===== src/rtl/uart_tx_feeder.sv =====
// Byte FIFO with single-cycle flush, used to queue bytes ahead of the UART transmitter.
// Latency: a pushed byte is visible on rd_dat/rd_vld the cycle after the push.
// Backpressure: wr_rdy drops at DEPTH entries; a same-cycle pop never frees room for a push.
module sync_fifo #(
    parameter int  DEPTH = 16,
    parameter int  W     = 8,
    localparam int AW    = $clog2(DEPTH)
) (
    input  logic         clk,
    input  logic         rst,
    input  logic         flush,
    input  logic         wr_vld,
    input  logic [W-1:0] wr_dat,
    output logic         wr_rdy,
    output logic         rd_vld,
    input  logic         rd_rdy,
    output logic [W-1:0] rd_dat,
    output logic [AW:0]  count
);
    localparam logic [AW:0] FULL_CNT = (AW+1)'(DEPTH);

    logic [W-1:0]  mem_q [DEPTH];
    logic [AW-1:0] wr_ptr_q, wr_ptr_d;
    logic [AW-1:0] rd_ptr_q, rd_ptr_d;
    logic [AW:0]   count_q, count_d;
    logic          push;
    logic          pop;

    assign wr_rdy = (count_q != FULL_CNT);
    assign rd_vld = (count_q != '0);
    assign rd_dat = mem_q[rd_ptr_q];
    assign count  = count_q;

    // Flush wins over both ports, so neither pointer nor storage moves that cycle.
    assign push = wr_vld && wr_rdy && !flush;
    assign pop  = rd_rdy && rd_vld && !flush;

    always_comb begin
        wr_ptr_d = wr_ptr_q;
        rd_ptr_d = rd_ptr_q;
        count_d  = count_q;
        if (flush) begin
            wr_ptr_d = '0;
            rd_ptr_d = '0;
            count_d  = '0;
        end else begin
            if (push) wr_ptr_d = wr_ptr_q + AW'(1);
            if (pop)  rd_ptr_d = rd_ptr_q + AW'(1);
            case ({push, pop})
                2'b10:   count_d = count_q + (AW+1)'(1);
                2'b01:   count_d = count_q - (AW+1)'(1);
                default: count_d = count_q;
            endcase
        end
    end

    always_ff @(posedge clk or negedge rst) begin
        if (!rst) begin
            wr_ptr_q <= '0;
            rd_ptr_q <= '0;
            count_q  <= '0;
        end else begin
            wr_ptr_q <= wr_ptr_d;
            rd_ptr_q <= rd_ptr_d;
            count_q  <= count_d;
        end
    end

    always_ff @(posedge clk) begin
        if (push) mem_q[wr_ptr_q] <= wr_dat;
    end
endmodule

// Feeds queued bytes one at a time into a UART transmitter via send/dintx/donetx.
// Latency: a write into an idle, empty feeder raises send two cycles later.
// Backpressure: writes beyond DEPTH are dropped and flagged; a stuck transmitter is abandoned by a watchdog.
module uart_tx_feeder #(
    parameter int  clk_freq  = 1000000,
    parameter int  baud_rate = 9600,
    parameter int  DEPTH     = 16,
    localparam int AW        = $clog2(DEPTH)
) (
    input  logic        clk,
    input  logic        rst,
    input  logic        wr_en,
    input  logic [7:0]  wr_data,
    input  logic        flush,
    output logic        full,
    output logic        empty,
    output logic [AW:0] count,
    output logic        busy,
    output logic        ovf_err,
    output logic        timeout_err,
    output logic        send,
    output logic [7:0]  dintx,
    input  logic        donetx
);
    localparam int TMO_RAW = 12 * clk_freq / baud_rate;
    localparam int TMO     = (TMO_RAW < 2) ? 2 : TMO_RAW;
    localparam int WDW     = $clog2(TMO + 1);
    // The counter is 0 in the first WAIT cycle, so the limit is hit one count early.
    localparam logic [WDW-1:0] WD_LAST = WDW'(TMO - 2);

    typedef enum logic [1:0] {
        ST_IDLE = 2'd0,
        ST_SEND = 2'd1,
        ST_WAIT = 2'd2
    } state_t;

    state_t         state_q, state_d;
    logic [7:0]     dintx_q, dintx_d;
    logic [WDW-1:0] wdog_q, wdog_d;
    logic           ovf_q, ovf_d;
    logic           tmo_q, tmo_d;

    logic           fifo_wr_rdy;
    logic           fifo_rd_vld;
    logic           fifo_pop;
    logic [7:0]     fifo_rd_dat;

    sync_fifo #(
        .DEPTH (DEPTH),
        .W     (8)
    ) u_fifo (
        .clk    (clk),
        .rst    (rst),
        .flush  (flush),
        .wr_vld (wr_en),
        .wr_dat (wr_data),
        .wr_rdy (fifo_wr_rdy),
        .rd_vld (fifo_rd_vld),
        .rd_rdy (fifo_pop),
        .rd_dat (fifo_rd_dat),
        .count  (count)
    );

    assign full        = !fifo_wr_rdy;
    assign empty       = !fifo_rd_vld;
    assign busy        = (state_q != ST_IDLE);
    assign send        = (state_q == ST_SEND);
    assign dintx       = dintx_q;
    assign ovf_err     = ovf_q;
    assign timeout_err = tmo_q;

    always_comb begin
        state_d  = state_q;
        dintx_d  = dintx_q;
        wdog_d   = wdog_q;
        ovf_d    = ovf_q;
        tmo_d    = tmo_q;
        fifo_pop = 1'b0;

        if (flush) begin
            ovf_d = 1'b0;
            tmo_d = 1'b0;
        end
        if (wr_en && !flush && !fifo_wr_rdy) ovf_d = 1'b1;

        case (state_q)
            ST_IDLE: begin
                if (fifo_rd_vld && !flush) begin
                    fifo_pop = 1'b1;
                    dintx_d  = fifo_rd_dat;
                    state_d  = ST_SEND;
                end
            end
            ST_SEND: begin
                wdog_d  = '0;
                state_d = ST_WAIT;
            end
            ST_WAIT: begin
                if (donetx) begin
                    state_d = ST_IDLE;
                end else if (wdog_q == WD_LAST) begin
                    tmo_d   = 1'b1;
                    state_d = ST_IDLE;
                end else begin
                    wdog_d = wdog_q + WDW'(1);
                end
            end
            default: state_d = ST_IDLE;
        endcase
    end

    always_ff @(posedge clk or negedge rst) begin
        if (!rst) begin
            state_q <= ST_IDLE;
            dintx_q <= 8'h00;
            wdog_q  <= '0;
            ovf_q   <= 1'b0;
            tmo_q   <= 1'b0;
        end else begin
            state_q <= state_d;
            dintx_q <= dintx_d;
            wdog_q  <= wdog_d;
            ovf_q   <= ovf_d;
            tmo_q   <= tmo_d;
        end
    end
endmodule


===== config.mk =====
export PLATFORM = sky130hd
export DESIGN_NAME = uart_tx_feeder
export DESIGN_NICKNAME = d
export VERILOG_FILES = /design/src/rtl/uart_tx_feeder.sv
export SDC_FILE = /design/constraint.sdc
export NUM_CORES = 1
export LEC_CHECK = 0
export ABC_CLOCK_PERIOD_IN_PS = 2400
export CAP_MARGIN = 20
export CORE_AREA = 2 2 134 104
export DETAILED_ROUTE_END_ITERATION = 7
export DIE_AREA = 0 0 136 106
export GPL_ROUTABILITY_DRIVEN = 0
export PLACE_DENSITY = 0.83
export SYNTH_ARGS = -nofsm -noshare
export SYNTH_HDL_FRONTEND = slang
export SYNTH_SLANG_ARGS = --single-unit

===== constraint.sdc =====
create_clock -name clk -period 2.4 [get_ports clk]
set_input_delay 0.24 -clock clk [delete_from_list [all_inputs] [get_ports clk]]
set_output_delay 0.24 -clock clk [all_outputs]
set_load 0.05 [all_outputs]

**Yosys cells after proc, flatten, opt, wreduce, memory -nomap -nowiden**

Memory sizes are Yosys's and may differ from the RTL's. A register that Yosys moved wholly into a read port is not among the register bits.
Cells that the tools add are included.
Widths: inputs -> output; s select.

- Bits in registers: 28
- Memory bits (writable): 128
- Word-level logic and storage cells: 68
- Memories kept: 1

Memories:

| name | words | width | read ports | clocked after memory_dff | wr ports | line | source |
|---|---|---|---|---|---|---|---|
| u_fifo.mem_q | 16 | 8 | 1 | 1 | 1 | 22 | `logic [W-1:0] mem_q [DEPTH];` |

- $add $sub $neg: 5
- Equality and inequality tests: 10
- Mux-type cells: 23
- Reductions and logical operators: 22

Operators with widths:

| operator | number |
|---|---|
| $mux 11 | 2 |
| $pmux 11 s2 | 1 |
| $mux 4 | 4 |
| $add 11x1->11 const B | 1 |
| $eq 11x11->1 const B | 1 |
| $mux 1 | 10 |
| $pmux 5 s2 | 1 |
| $reduce_bool 2->1 | 5 |
| $add 4x1->4 const B | 2 |
| $logic_and 1x1->1 | 7 |
| $mux 2 | 3 |
| $ne 2x2->1 const B | 3 |
| $pmux 2 s3 | 1 |
| $add 5x1->5 const B | 1 |
| $mux 5 | 1 |
| $ne 5x5->1 const B | 1 |
| $reduce_bool 5->1 | 1 |
| $sub 5x1->5 const B | 1 |
| $eq 2x1->1 const B | 2 |
| $eq 2x2->1 const B | 2 |
| $logic_not 1->1 | 4 |
| $reduce_and 2->1 | 2 |
| $ne 3x3->1 const B | 1 |
| $reduce_and 3->1 | 1 |
| other kinds (2) | 2 |

**Logic depth before layout (Yosys ltp)**

- Depth in word-level cells: 9
- Mapped depth: 12

**By module**

Synthesis repeated with hierarchy kept, for this count alone.

- Cell total of the unflattened synthesis: 463
- Area total of the unflattened synthesis: 7114.3 µm²

By module, submodules not included:

| module | instances | cells each | area an instance (µm²) | sequential area each (µm²) |
|---|---|---|---|---|
| sync_fifo | 1 | 348 | 5869.4 | 4169.0 |
| uart_tx_feeder | 1 | 115 | 1244.9 | 575.6 |

**Worst setup path before layout**

OpenSTA, ideal clock, no wires.

- Path kind: reg-to-reg
- Start point: register u_fifo.count_q[1], in the netlist u_fifo.count[1]
- End point: register u_fifo.count_q[4], in the netlist u_fifo.count[4]
- Setup time: 0.126 ns
- Data arrival time: 2.763 ns
- Path slack: -0.490 ns
- Stages on the path, launching flop included: 11
- Clock period less this slack: 2.890 ns
- Cells stage by stage: dfrtp_1 or4_4 o21ai_0 nand2_1 inv_1 ha_1 nor2b_1 o21a_1 nor4_1 o21ai_0 nor3b_2

- Word-level cells in the longest chain between the ends: 9
- Elaborated cells between the ends (all ways): 16
- Classes of those cells: 2 x add/sub; 3 x eq/ne; 4 x mux; 7 x reduce/logical

Ends and longest elaborated chain:

| item | line | source |
|---|---|---|
| from (decl) | 25 | `logic [AW:0] count_q, count_d;` |
| from (signal assigned) | 65 | `count_q <= count_d;` |
| $reduce_bool 5->1 | 30 | `assign rd_vld = (count_q != '0);` |
| $logic_and 1x1->1 | 161 | `if (fifo_rd_vld && !flush) begin` |
| $mux 1 | 161 |  |
| $mux 1 | 159 | `case (state_q)` |
| $logic_and 1x1->1 (2 in a row) | 36 | `assign pop = rd_rdy && rd_vld && !flush;` |
| $eq 2x1->1 or $eq 2x2->1 (tied branches) | 49 | `case ({push, pop})` |
| $pmux 5 s2 | 49 |  |
| $mux 5 | 42 | `if (flush) begin` |

Several ways; a longest one is shown, not always the timed one.
A chain may end at the register's enable or synchronous reset.

**Final worst setup path**

- Start point: register u_fifo.count_q[3], in the netlist u_fifo.count[3]
- End point: register u_fifo.count_q[4], in the netlist u_fifo.count[4]

The elaborated chain is that of the path after synthesis.

==> results.yml <==
worst_setup_path:
  crit_slowest_cell: "or4_4"
  slowest_delay_ns: 0.56
  cp.arrival_ns: 2.78
  critPathRequiredTime_ns: 2.71
  r2r-end: "u_fifo.count[4]"
  crit_path_max_fanout: 3
  r2r_cells: 10
  worstSetupStartpoint: "u_fifo.count[3]"
  endpoint: "u_fifo.count[4]"
  rrSetupSlack_ns: -0.07
  rr_startpoint: "u_fifo.count[3]"
  critPathCaptureType: "flip-flop"
  crit_type: "flip-flop to flip-flop"
  crit_chain: "or4_4, o21ai_4, nand2_2, inv_4, ha_4, nor2b_1, o21a_1, nor4_2, o21ai_1, nor3b_2"
  start_kind: "flip-flop"
synthesis:
  synth-seq-area-share: 0.685
  synth-seq-cells: 164
  synth_fp_nets: 450
  synth_top_cells_by_area: "edfxtp_1 (56%), dfrtp_1 (13%), mux4_2 (10%), mux2i_1 (2.6%), ha_1 (2.5%)"
  synth_area_sq_mm: 0.00693
  synthCells: 422
  synth_most_common_cell: "edfxtp_1"
  ys.flop_type: "edfxtp_1"
  postSynthAreaPerCell_sq_um: 16.4
  synthTopCellsByCount: "edfxtp_1 (128), dfrtp_1 (36), nand2_1 (33), nor2_1 (33), mux4_2 (32)"
  synth_top_area_cell: "edfxtp_1"
  synth_edf_count: 128
  ys_types: 52
  async_flop_share: 0.220
  synth_top_area_frac: 0.555
  yosysWarnings: 0
timing:
  tightestPinTransition_ns: 0.827
  setup_viol: 2
  slew_headroom: 0.448
  period_share: 1.03
  tns_ns: -0.115
  hold_violations: 0
  fmax_mhz: 405
  finClkSkew_ns: 0.00970
  finalCriticalPeriod_ns: 2.47
  setup_ws_ns: -0.0712
  whs_ns: 0.457
  rsz0062_at_grt: "true"
  slew_violations: 0
floorplan:
  die_width_um: 136
  row_count: 37
  dieArea_sq_mm: 0.0144
  io_pins: 32
  die_y_um: 106
  design.core.area_sq_mm: 0.0132
  start_util: 0.523
power_and_ir_drop:
  finalPower_mw: 8.40
  vdd_drop_max_mv: 0.594
  powerDensity_mw_per_mm2: 1000
  leakage_nw: 2.94
clocking:
  h-tree-depth: 4
  cts_buffers: 17
  cts_buffer_depth: 2
  cts-root-buf: "clkbuf_16"
  clk_pin_slew_worst_paths_ns: 0.06
  cts_tree: "built"
  worstSkewPairLatency_ns: 0.43
  cts.sinks: 164
detailed_routing:
  vias: 3919
  wl_mm: 13.8
  routed_via_density: 5.73
  detail-route-antenna-nets: 0
  drt-initial-drc-count: 382
  dr.pass1.iters: 5
  routedWlPerCell_um: 20.2
  drcViolationCount: 0
finish:
  finalNonFillerCells: 684
  antenna_cells: 0
  stdcell_area_sq_mm: 0.00838
  drive_above_1_share: 0.259
  fillers: 923
  synthToLayoutAreaGrowth_pct: 21.1
  fin_nets: 524
grt:
  antenna_found_initial: 0
  grt_overflow: 0
  grt_use_total: 0.214
  grt_max_degree: 37
  grt_pass1_wl_mm: 22.4
  grt_pass1_vias: 4114
status:
  violations: "negative setup slack"
  status: "finished, violations left"
worst_hold_path:
  holdCritPathClass: "input pin to asynchronous set/reset pin"
flow_run:
  maxCapViolCount: 0
place:
  place_area_sq_mm: 0.00766
  io_buffer_count: 31
  hpwl_mm: 8.55
  placed_cells: 646
-- routing by layer --
metal	vias up	part of all wire	global-route usage
li1	1767	-	-
met1	2022	0.43	0.287
met2	117	0.50	0.342
met3	13	0.053	0.0582
met4	0	0.0099	0.0707
met5	-	0	0
-- registers in the layout, summed over array words and instances (netlist names) --
| signal | count |
|---|---|
| dintx | 8 |
| wdog_q | 11 |
| u_fifo.rd_ptr_q | 4 |
| u_fifo.count | 5 |
| ovf_err | 1 |
| u_fifo.mem_q | 128 |
| timeout_err | 1 |
| u_fifo.wr_ptr_q | 4 |
| state_q | 2 |
-- per-stage QoR --
stage           util  worst slack, ns
6_report       0.633          -0.0712
5_1_grt        0.633           -0.208
3_5_place_dp   0.579          -0.0913
3_3_place_gp   0.579          -0.0303
4_1_cts        0.629          -0.0110
2_1_floorplan      -           -0.192
-- placed cells by master (no fill, tap or decap), drive strengths merged, types with 5 or more instances in the layout --
cell and n:
buf 44, clkbuf 20, clkdlybuf4s50 28, dfrtp 36, edfxtp 128, ha 14
inv 16, mux2i 18, mux4 32, nand2 33, nand3 6, nor2 33
nor3 11, o21ai 13, o221ai 9, xnor2 6, xor2 5
-- power by group --
group / switching, mW / internal (mW)
registers: 0.111 / 3.22
clock network: 1.09 / 1.77
logic: 1.29 / 0.921
total: 2.49 / 5.91
-- worst min path at each step --
stage             start         endpoint  depth (start not counted)  slack (ns)
6_report            rst  u_fifo.count[1]                          2        0.46
5_1_grt        dintx[5]         dintx[5]                          2        0.51
4_1_cts             rst  u_fifo.count[2]                          2        0.47
3_5_place_dp        rst  u_fifo.count[2]                          1        0.38
3_3_place_gp        rst  u_fifo.count[2]                          1        0.38
2_1_floorplan       rst         dintx[0]                          0       -0.06
-- critical path: cells and delay by family, from the launching register on --
kind	cells	cell delay, ns
flip-flops	1	0.41
AO/OA/AOI/OAI	3	0.46
AND/OR/NAND/NOR	5	1.21
adder cells (fa/ha/maj)	1	0.19
buffers and inverters	1	0.08
-- logic make-up after synthesis --
family | share of synthesized area
AO/OA/AOI/OAI | 0.0452
flip-flops | 0.685
AND/OR/NAND/NOR | 0.0714
buffers and inverters | 0.0219
multiplexers | 0.133
XOR/XNOR | 0.0150
adder cells (fa/ha/maj) | 0.0282
-- repair_timing --
action                                  CTS  global route
gates resized for setup                   6             4
endpoints found under the setup margin    1             2
buffers inserted                          1             4
cloned                                    0             0
endpoints found under the hold margin    36             0
pin swaps                                 0             3
hold buffers                              1             0
-- final cells by class --
class / instances / area, sq um / share of cell area
flip-flops and latches: 164 / 4750 / 0.566
inverters: 15 / 58.8 / 0.00701
well taps: 175 / 219 / 0.0261
clock buffers: 20 / 447 / 0.0533
multi-input cells: 225 / 2090 / 0.249
clock inverters: 12 / 178 / 0.0212
repair buffers: 73 / 643 / 0.0767
Power figures use the tool's default switching activity.
